File: config.mk
export PLATFORM = sky130hd
export DESIGN_NAME = mem_wb_skid_stage
export DESIGN_NICKNAME = d
export VERILOG_FILES = /design/src/rtl/mem_wb_skid_stage.sv
export SDC_FILE = /design/constraint.sdc
export NUM_CORES = 1
export LEC_CHECK = 0
export BUFFER_PORTS_ARGS = -buffer_cell sky130_fd_sc_hd__buf_2
export CORE_UTILIZATION = 45
export DETAILED_ROUTE_END_ITERATION = 8
export GPL_TIMING_DRIVEN = 0
export PLACE_DENSITY = 0.65
export SETUP_SLACK_MARGIN = 0.2
export SLEW_MARGIN = 30
export SYNTH_ARGS = -nofsm -noshare
export SYNTH_HDL_FRONTEND = slang
export SYNTH_SLANG_ARGS = --single-unit
File: constraint.sdc
create_clock -name clk -period 2.7 [get_ports clk]
set_input_delay 0 -clock clk [delete_from_list [all_inputs] [get_ports clk]]
set_output_delay 0 -clock clk [all_outputs]
set_load 0.1 [all_outputs]
File: src/rtl/mem_wb_skid_stage.sv
// MEM->WB pipeline boundary: valid/ready handshake, optional 2-entry skid
// buffer, synchronous flush, write-back result mux, x0 write suppression
// and a WB-stage forwarding tap for the hazard unit.
module mem_wb_skid_stage #(
  parameter int XLEN       = 32,
  parameter int REG_ADDR_W = 5,
  parameter int RES_SRC_W  = 2,
  parameter bit SKID_EN    = 1'b1
) (
  input  logic                  clk,
  input  logic                  rst_n,
  input  logic                  flush_i,
  input  logic                  m_valid_i,
  output logic                  m_ready_o,
  input  logic                  m_reg_write_i,
  input  logic [RES_SRC_W-1:0]  m_result_src_i,
  input  logic [XLEN-1:0]       m_alu_result_i,
  input  logic [XLEN-1:0]       m_rdata_i,
  input  logic [REG_ADDR_W-1:0] m_rd_i,
  input  logic [XLEN-1:0]       m_pc_plus4_i,
  output logic                  w_valid_o,
  input  logic                  w_ready_i,
  output logic                  w_reg_write_o,
  output logic [REG_ADDR_W-1:0] w_rd_o,
  output logic [XLEN-1:0]       w_result_o,
  output logic                  fwd_valid_o
);

  typedef struct packed {
    logic                  reg_write;
    logic [RES_SRC_W-1:0]  result_src;
    logic [XLEN-1:0]       alu_result;
    logic [XLEN-1:0]       rdata;
    logic [REG_ADDR_W-1:0] rd;
    logic [XLEN-1:0]       pc_plus4;
  } entry_t;

  entry_t in_entry;
  entry_t main_q;
  logic   main_valid;
  logic   accept;
  logic   retire;

  assign in_entry = '{reg_write:  m_reg_write_i,
                      result_src: m_result_src_i,
                      alu_result: m_alu_result_i,
                      rdata:      m_rdata_i,
                      rd:         m_rd_i,
                      pc_plus4:   m_pc_plus4_i};

  assign accept = m_valid_i & m_ready_o;
  assign retire = main_valid & w_ready_i;

  generate
    if (SKID_EN) begin : g_skid
      entry_t skid_q;
      logic   skid_valid;

      // Ready comes straight from the skid flop, so it never depends on w_ready_i.
      assign m_ready_o = !skid_valid;

      // Main/skid occupancy: the skid only fills when main is held, and drains into main first.
      always_ff @(posedge clk or negedge rst_n) begin
        if (!rst_n) begin
          main_valid <= 1'b0;
          skid_valid <= 1'b0;
          main_q     <= '0;
          skid_q     <= '0;
        end else if (flush_i) begin
          main_valid <= 1'b0;
          skid_valid <= 1'b0;
        end else if (retire) begin
          if (skid_valid) begin
            // No accept possible here: m_ready_o is low while skid is full.
            main_q     <= skid_q;
            main_valid <= 1'b1;
            skid_valid <= 1'b0;
          end else if (accept) begin
            main_q     <= in_entry;
            main_valid <= 1'b1;
          end else begin
            main_valid <= 1'b0;
          end
        end else if (accept) begin
          if (!main_valid) begin
            main_q     <= in_entry;
            main_valid <= 1'b1;
          end else begin
            skid_q     <= in_entry;
            skid_valid <= 1'b1;
          end
        end
      end
    end else begin : g_noskid
      // Single entry: room whenever main is empty or leaving this cycle.
      assign m_ready_o = !main_valid | w_ready_i;

      // Main occupancy; an accept alongside a retire replaces main in place.
      always_ff @(posedge clk or negedge rst_n) begin
        if (!rst_n) begin
          main_valid <= 1'b0;
          main_q     <= '0;
        end else if (flush_i) begin
          main_valid <= 1'b0;
        end else if (accept) begin
          main_q     <= in_entry;
          main_valid <= 1'b1;
        end else if (retire) begin
          main_valid <= 1'b0;
        end
      end
    end
  endgenerate

  logic [XLEN-1:0] mux_result;

  // Write-back result select from the main entry; reserved select yields zero.
  always_comb begin
    mux_result = '0;
    case (main_q.result_src)
      RES_SRC_W'(0): mux_result = main_q.alu_result;
      RES_SRC_W'(1): mux_result = main_q.rdata;
      RES_SRC_W'(2): mux_result = main_q.pc_plus4;
      default:       mux_result = '0;
    endcase
  end

  // Outputs are masked by valid so stale payload after a flush never leaks out.
  assign w_valid_o     = main_valid;
  assign w_reg_write_o = main_valid & main_q.reg_write & (main_q.rd != '0);
  assign w_rd_o        = main_valid ? main_q.rd : '0;
  assign w_result_o    = main_valid ? mux_result : '0;
  assign fwd_valid_o   = w_valid_o & w_reg_write_o;

endmodule

==> metrics, run 1 <==
total CTS buffers=25; Worst Skew=12.78 ps; initial drt markers=222; Slew @ Worst Pin=784.4 ps; DR DRC count=0; CTS Root Cell=clkbuf_16; Worst Path Required=2700 ps; Core Region=0.02189 mm^2; commonest non-fill, non-tap cell in the layout=mux2_2; CTS Sinks=210; io pins=150; outcome=completed; Distinct cells, synth=23; depth of the CTS H-tree=1; fillers=1,687; via count=6,650; Worst Path Arrival=2380 ps; Slew Limit Fails=0; share of cells above drive strength 1=48.39%; Setup CP Type=register to output port; Vias/cell=5.224; global-route wire length before repair=38,360 um; Routed WL per cell=19.27 um; Post-DP HPWL=16,820 um; VDD IR max=0.5603 mV; syn nets=797; type of the worst min-delay path=primary input to async pin; Max Root-Sink Buffers=3; Worst slew margin=47.71%; Int Power=0.006988 W; Final Hold Viols=0; register area share after synthesis=52.27%; RSZ-0062 raised after global routing=false; Setup Viol. Count Final=0; pwr dens=751.5 mW/mm^2; Sw Pwr=0.002936 W; grt total ovfl=0; Fmax=0.4200 GHz; Max-Cap Viols=0; final core area utilization=60.33%; Rows=54; combinational power share=24.4%; crit path max fanout=10; Die Span Y=151.5 um; area delta synth->final=31.38%; Leak Pwr=5.912 nW; Mapped Cells=688; clock period minus worst slack=2381 ps; element type at the critical path end=output port; Reg area=0.005255 mm^2; DRT Pass-1 Iters=6; vias in the first global route=7,258; initial antenna violation count=1; Worst setup SP type=register; Setup Total Neg Slack=0 ps; Synth warnings=0; Tot GR Track Use=21.93%; wirelength, routed=24,530 um; synthesized flop and latch total=210; clock slew at reported path FFs=60 ps; CTS tree=yes; sequential share of power=43.5%; Post-synth ARST share=100.0%; commonest cells after routing, fill and taps aside=252 x mux2_2, 210 x dfrtp_1, 131 x buf_2, 109 x dlygate4sd3_1, 60 x mux2_1; Sw Ratio=29.59%; die area=0.02294 mm^2; Synth Cell Area=0.01005 mm^2; multi-input logic area=0.004467 mm^2; routability cong.=0.8078; final worst slack=319.2 ps; period utilization=88.18%; Die Span X=151.5 um; Syn Area/Cell=14.61 um^2; Post-Place Worst Slack=355.5 ps; I/O Buffers=149; largest net degree at the start of global routing=83; clk_lat worst skew=510 ps; Post-synth top flop=dfrtp_1; post-route ant nets=0; EDFF count, synth=0; clock power share=32.1%; Initial Util=45.92%; Post-layout nets=1,084
==> cell families (layout without fill, tap and decap cells) <==
family	count (synthesis)	after routing	synth area share, %
other	0	1	0
DFF	210	210	52.27
and+or+nand+nor	43	43	2.937
muxes	344	344	38.13
AOI/OAI and AO/OA	39	39	3.360
buffers and inverters	52	356	3.298
==> metrics by stage <==
| stage | instances | instance area, um^2 | hold WS, ps | power [W] |
|---|---|---|---|---|
| finish | 1273 | 13210 | 80.60 | 0.009925 |
| global route | 1273 | 13210 | 151.3 | 0.01041 |
| CTS | 1272 | 13170 | 101.9 | 0.01001 |
| detailed placement | 1119 | 11210 | 41.66 | 0.006621 |
| global placement | 1117 | 11150 | 230.0 | 0.006469 |
| floorplan | 688 | 10050 | -295.6 | 0.005961 |
==> per-layer routing <==
layer / global-route usage (%) / vias up / routed length [um]
met5: 0 / - / 0
met2: 37.42 / 143 / 12210
met1: 28.80 / 3386 / 10810
met3: 3.683 / 37 / 1052
met4: 5.850 / 0 / 460
li1: - / 3084 / -
==> final timing paths <==
path / end / start / cells after the start / slack, ps
setup / recovery: w_result_o[23] / main_q[102] / 7 / 320
hold / removal: g_skid.skid_q[76] / rst_n / 2 / 80
setup reg to reg: main_q[85] / w_valid_o / 5 / 550
hold reg to reg: g_skid.skid_q[70] / g_skid.skid_q[70] / 1 / 480
max in group asynchronous: main_q[96] / rst_n / 3 / 1810
min in group clk: g_skid.skid_q[97] / m_alu_result_i[28] / 3 / 260
==> flip-flops by register name (all words and copies together) (netlist names) <==
| signal | cells |
|---|---|
| g_skid.skid_q | 104 |
| g_skid.skid_valid | 1 |
| w_valid_o | 1 |
| main_q | 104 |
==> power by group through the flow <==
stage,Sequential (W),Combinational [W],Clock (W)
global placement,0.00432,0.00215,0
detailed placement,0.00437,0.00225,0
global route,0.00442,0.00259,0.00339
floorplan,0.00423,0.00173,0
finish,0.00432,0.00242,0.00319
CTS,0.00432,0.00242,0.00326
==> cell type report <==
class,count,share of cell area [%]
repair buffers,260,15.20
well taps,280,2.653
multi-input cells,426,33.82
flip-flops and latches,210,39.79
diodes,1,0.01895
clock inverters,5,0.4074
clock buffers,39,5.513
inverters,2,0.05684
plain buffers,50,2.548
==> synthesized netlist by cell type (2+ instances only) <==
cell	number	area share, %
mux2_2	252	28
a21oi_1	2	0.10
o2bb2ai_1	32	2.8
buf_4	8	0.60
dfrtp_1	210	52
mux2i_1	32	3.2
buf_6	12	1.3
mux2_1	60	6.7
clkbuf_1	17	0.63
and2_1	37	2.3
o311a_1	2	0.20
buf_2	13	0.65
==> worst max-delay path, stage by stage, from the launching register on <==
cell and delay, ps:
dfrtp_1 360, clkbuf_1 200, nor2b_1 160, clkbuf_1 240, clkbuf_4 300, o2bb2ai_1 140
and2_1 170, buf_4 290
==> repair_timing <==
item                                    CTS  global route
resized for setup                        36            11
endpoints found under the hold margin   341             0
endpoints found under the setup margin   30            30
buffers inserted                          0             0
hold buffers                            109             0
No activity file was read; power rests on OpenSTA's default activity.
==> run 2: changes to the inputs <==
==> constraint.sdc (replaced) <==
create_clock -name clk -period 2.6 [get_ports clk]
set_input_delay 0 -clock clk [delete_from_list [all_inputs] [get_ports clk]]
set_output_delay 0 -clock clk [all_outputs]
set_load 0.1 [all_outputs]
==> metrics, run 2 (synthesis gave the netlist of run 1 again) <==
outcome=completed (unchanged); Worst slew margin=50.13% (was 47.71%); pwr dens=794.5 mW/mm^2 (was 751.5 mW/mm^2); Slew @ Worst Pin=748.0 ps (was 784.4 ps); Die Span X=151.5 um (unchanged); CTS Sinks=210 (unchanged); DRT Pass-1 Iters=4 (was 6); Rows=54 (unchanged); Max-Cap Viols=0 (unchanged); Core Region=0.02189 mm^2 (unchanged); Vias/cell=5.157 (was 5.224); largest net degree at the start of global routing=67 (was 83); routability cong.=0.7884 (was 0.8078); Slowest-stage cell, CP=buf_2 (was dfrtp_1); Fmax=0.4447 GHz; element type at the critical path end=output port (unchanged); r2r setup slk=470 ps (was 550 ps); Design Power=0.01060 W (was 0.009925 W); met2 Use GR=37.67% (was 37.42%); initial antenna violation count=1 (unchanged); final worst slack=351.3 ps (was 319.2 ps); Setup CP Type=register to output port (unchanged); crit-path max cell delay=440 ps (was 360 ps); type of the worst min-delay path=primary input to async pin (unchanged); Cells after DPL=1,120 (was 1,119); global-route wire length before repair=38,190 um (was 38,360 um); Slew Limit Fails=0 (unchanged); io pins=150 (unchanged); postcts setup bufs=0 (unchanged); Non-Filler Instances=1,275 (was 1,273); commonest non-fill, non-tap cell in the layout=mux2_2 (unchanged); Post-Place Worst Slack=276.1 ps (was 355.5 ps); Reg area=0.005256 mm^2 (was 0.005255 mm^2); Setup Total Neg Slack=0 ps (unchanged); clock period minus worst slack=2249 ps; CTS Root Cell=clkbuf_16 (unchanged); clk_lat worst skew=510 ps (about the same); multi-input logic area=0.004467 mm^2 (unchanged); wirelength, routed=24,120 um (was 24,530 um); CTS tree=yes (unchanged); initial drt markers=157 (was 222); via count=6,575 (was 6,650); VDD IR max=0.5909 mV (was 0.5603 mV); Post-layout nets=1,085 (was 1,084); RSZ-0062 raised after global routing=false (unchanged); Worst Path Required=2600 ps (was 2700 ps); area delta synth->final=32.69% (was 31.38%); met1 usage=28.74% (was 28.80%); commonest cells after routing, fill and taps aside=252 x mux2_2, 209 x dfrtp_1, 128 x buf_2, 109 x dlygate4sd3_1, 60 x mux2_1 (was 252 x mux2_2, 210 x dfrtp_1, 131 x buf_2, 109 x dlygate4sd3_1, 60 x mux2_1); Max Root-Sink Buffers=3 (unchanged); Worst Path Arrival=2250 ps (was 2380 ps); Initial Util=45.92% (unchanged); vias in the first global route=7,216 (was 7,258); crit path max fanout=10 (unchanged); total CTS buffers=24 (was 25); period utilization=86.49%; CP Buf/Inv Count=3 (was 4); Tot GR Track Use=21.75% (was 21.93%); Setup Viol. Count Final=0 (unchanged); critical path, cell by cell=buf_2 > clkbuf_1 > o311a_1 > buf_2 (was clkbuf_1 > nor2b_1 > clkbuf_1 > clkbuf_4 > o2bb2ai_1 > and2_1 > buf_4); Worst Skew=8.163 ps (was 12.78 ps); grt total ovfl=0 (unchanged); depth of the CTS H-tree=1 (unchanged); GR peak layer=met2 (unchanged); Die Span Y=151.5 um (unchanged); Largest delay share family, worst path=buffers and inverters (unchanged); DR DRC count=0 (unchanged); Final Hold Viols=0 (unchanged); post-route ant nets=0 (unchanged); Post-DP HPWL=16,770 um (was 16,820 um); share of cells above drive strength 1=49.50% (was 48.39%); Leak Pwr=5.987 nW (was 5.912 nW); Routed WL per cell=18.92 um (was 19.27 um); clock slew at reported path FFs=60 ps (about the same); Worst setup SP type=register (unchanged); fillers=1,712 (was 1,687); Top Registers=g_skid.skid_q (104), main_q (104) (unchanged); I/O Buffers=149 (unchanged); die area=0.02294 mm^2 (unchanged); GR Layer Usage met3=3.323% (was 3.683%); most frequent CP cell=buf_2 (was clkbuf_1)
run 2: layer usage:
layer / vias to the layer above / wire, um / share of wire (%)
li1: 3085 / - / -
met1: 3331 / 10800 / 45
met2: 126 / 12050 / 50
met3: 33 / 891 / 3.7
met4: 0 / 382 / 1.6
met5: - / 0 / 0
run 2: timing repair:
| item | in CTS | in global routing |
|---|---|---|
| pin swaps | 0 | 0 |
| resized for setup | 38 | 10 |
| hold endpoints to repair | 295 | 0 |
| hold buffers | 110 | 0 |
| endpoints found under the setup margin | 30 | 30 |
run 2: final cells by class:
| class | instances | area share (%) |
|---|---|---|
| Inverter | 2 | 0.05627 |
| Antenna cell | 1 | 0.01876 |
| Clock buffer | 35 | 5.571 |
| Clock inverter | 9 | 0.9285 |
| Buffer | 50 | 2.598 |
| Sequential cell | 210 | 39.40 |
| Timing Repair Buffer | 262 | 15.32 |
| Multi-Input combinational cell | 426 | 33.48 |
| Tap cell | 280 | 2.626 |
run 2: worst paths after layout:
kind | from | end | depth (start not counted)
setup / recovery | w_valid_o | w_reg_write_o | 4
hold / removal | rst_n | g_skid.skid_q[73] | 3
setup reg to reg | w_valid_o | main_q[76] | 5
hold reg to reg | g_skid.skid_q[52] | g_skid.skid_q[52] | 1
max in group asynchronous | rst_n | w_valid_o | 4
min in group clk | w_ready_i | g_skid.skid_q[31] | 4
run 2: stage by stage:
stage               util [%]  hold WS, ps  area (um^2)
floorplan                  -       -295.6        10050
global placement       50.94        229.3        11150
detailed placement     51.36       -132.5        11240
CTS                    60.81        12.80        13310
global route           60.94        39.71        13340
finish                 60.94        15.27        13340
run 2: power breakdown:
group	internal, W	switching, W	total, W
Clock	0.00228	0.00132	0.00360
Sequential	0.00407	0.000409	0.00448
Combinational	0.00118	0.00133	0.00251
Total	0.00753	0.00307	0.0106
run 2: worst register-to-register path, delay by kind of cell (launching register included):
family | cells | cell delay [ps]
buffers and inverters | 2 | 780
multiplexers | 2 | 690
flip-flops | 1 | 420
AND/OR/NAND/NOR | 1 | 130
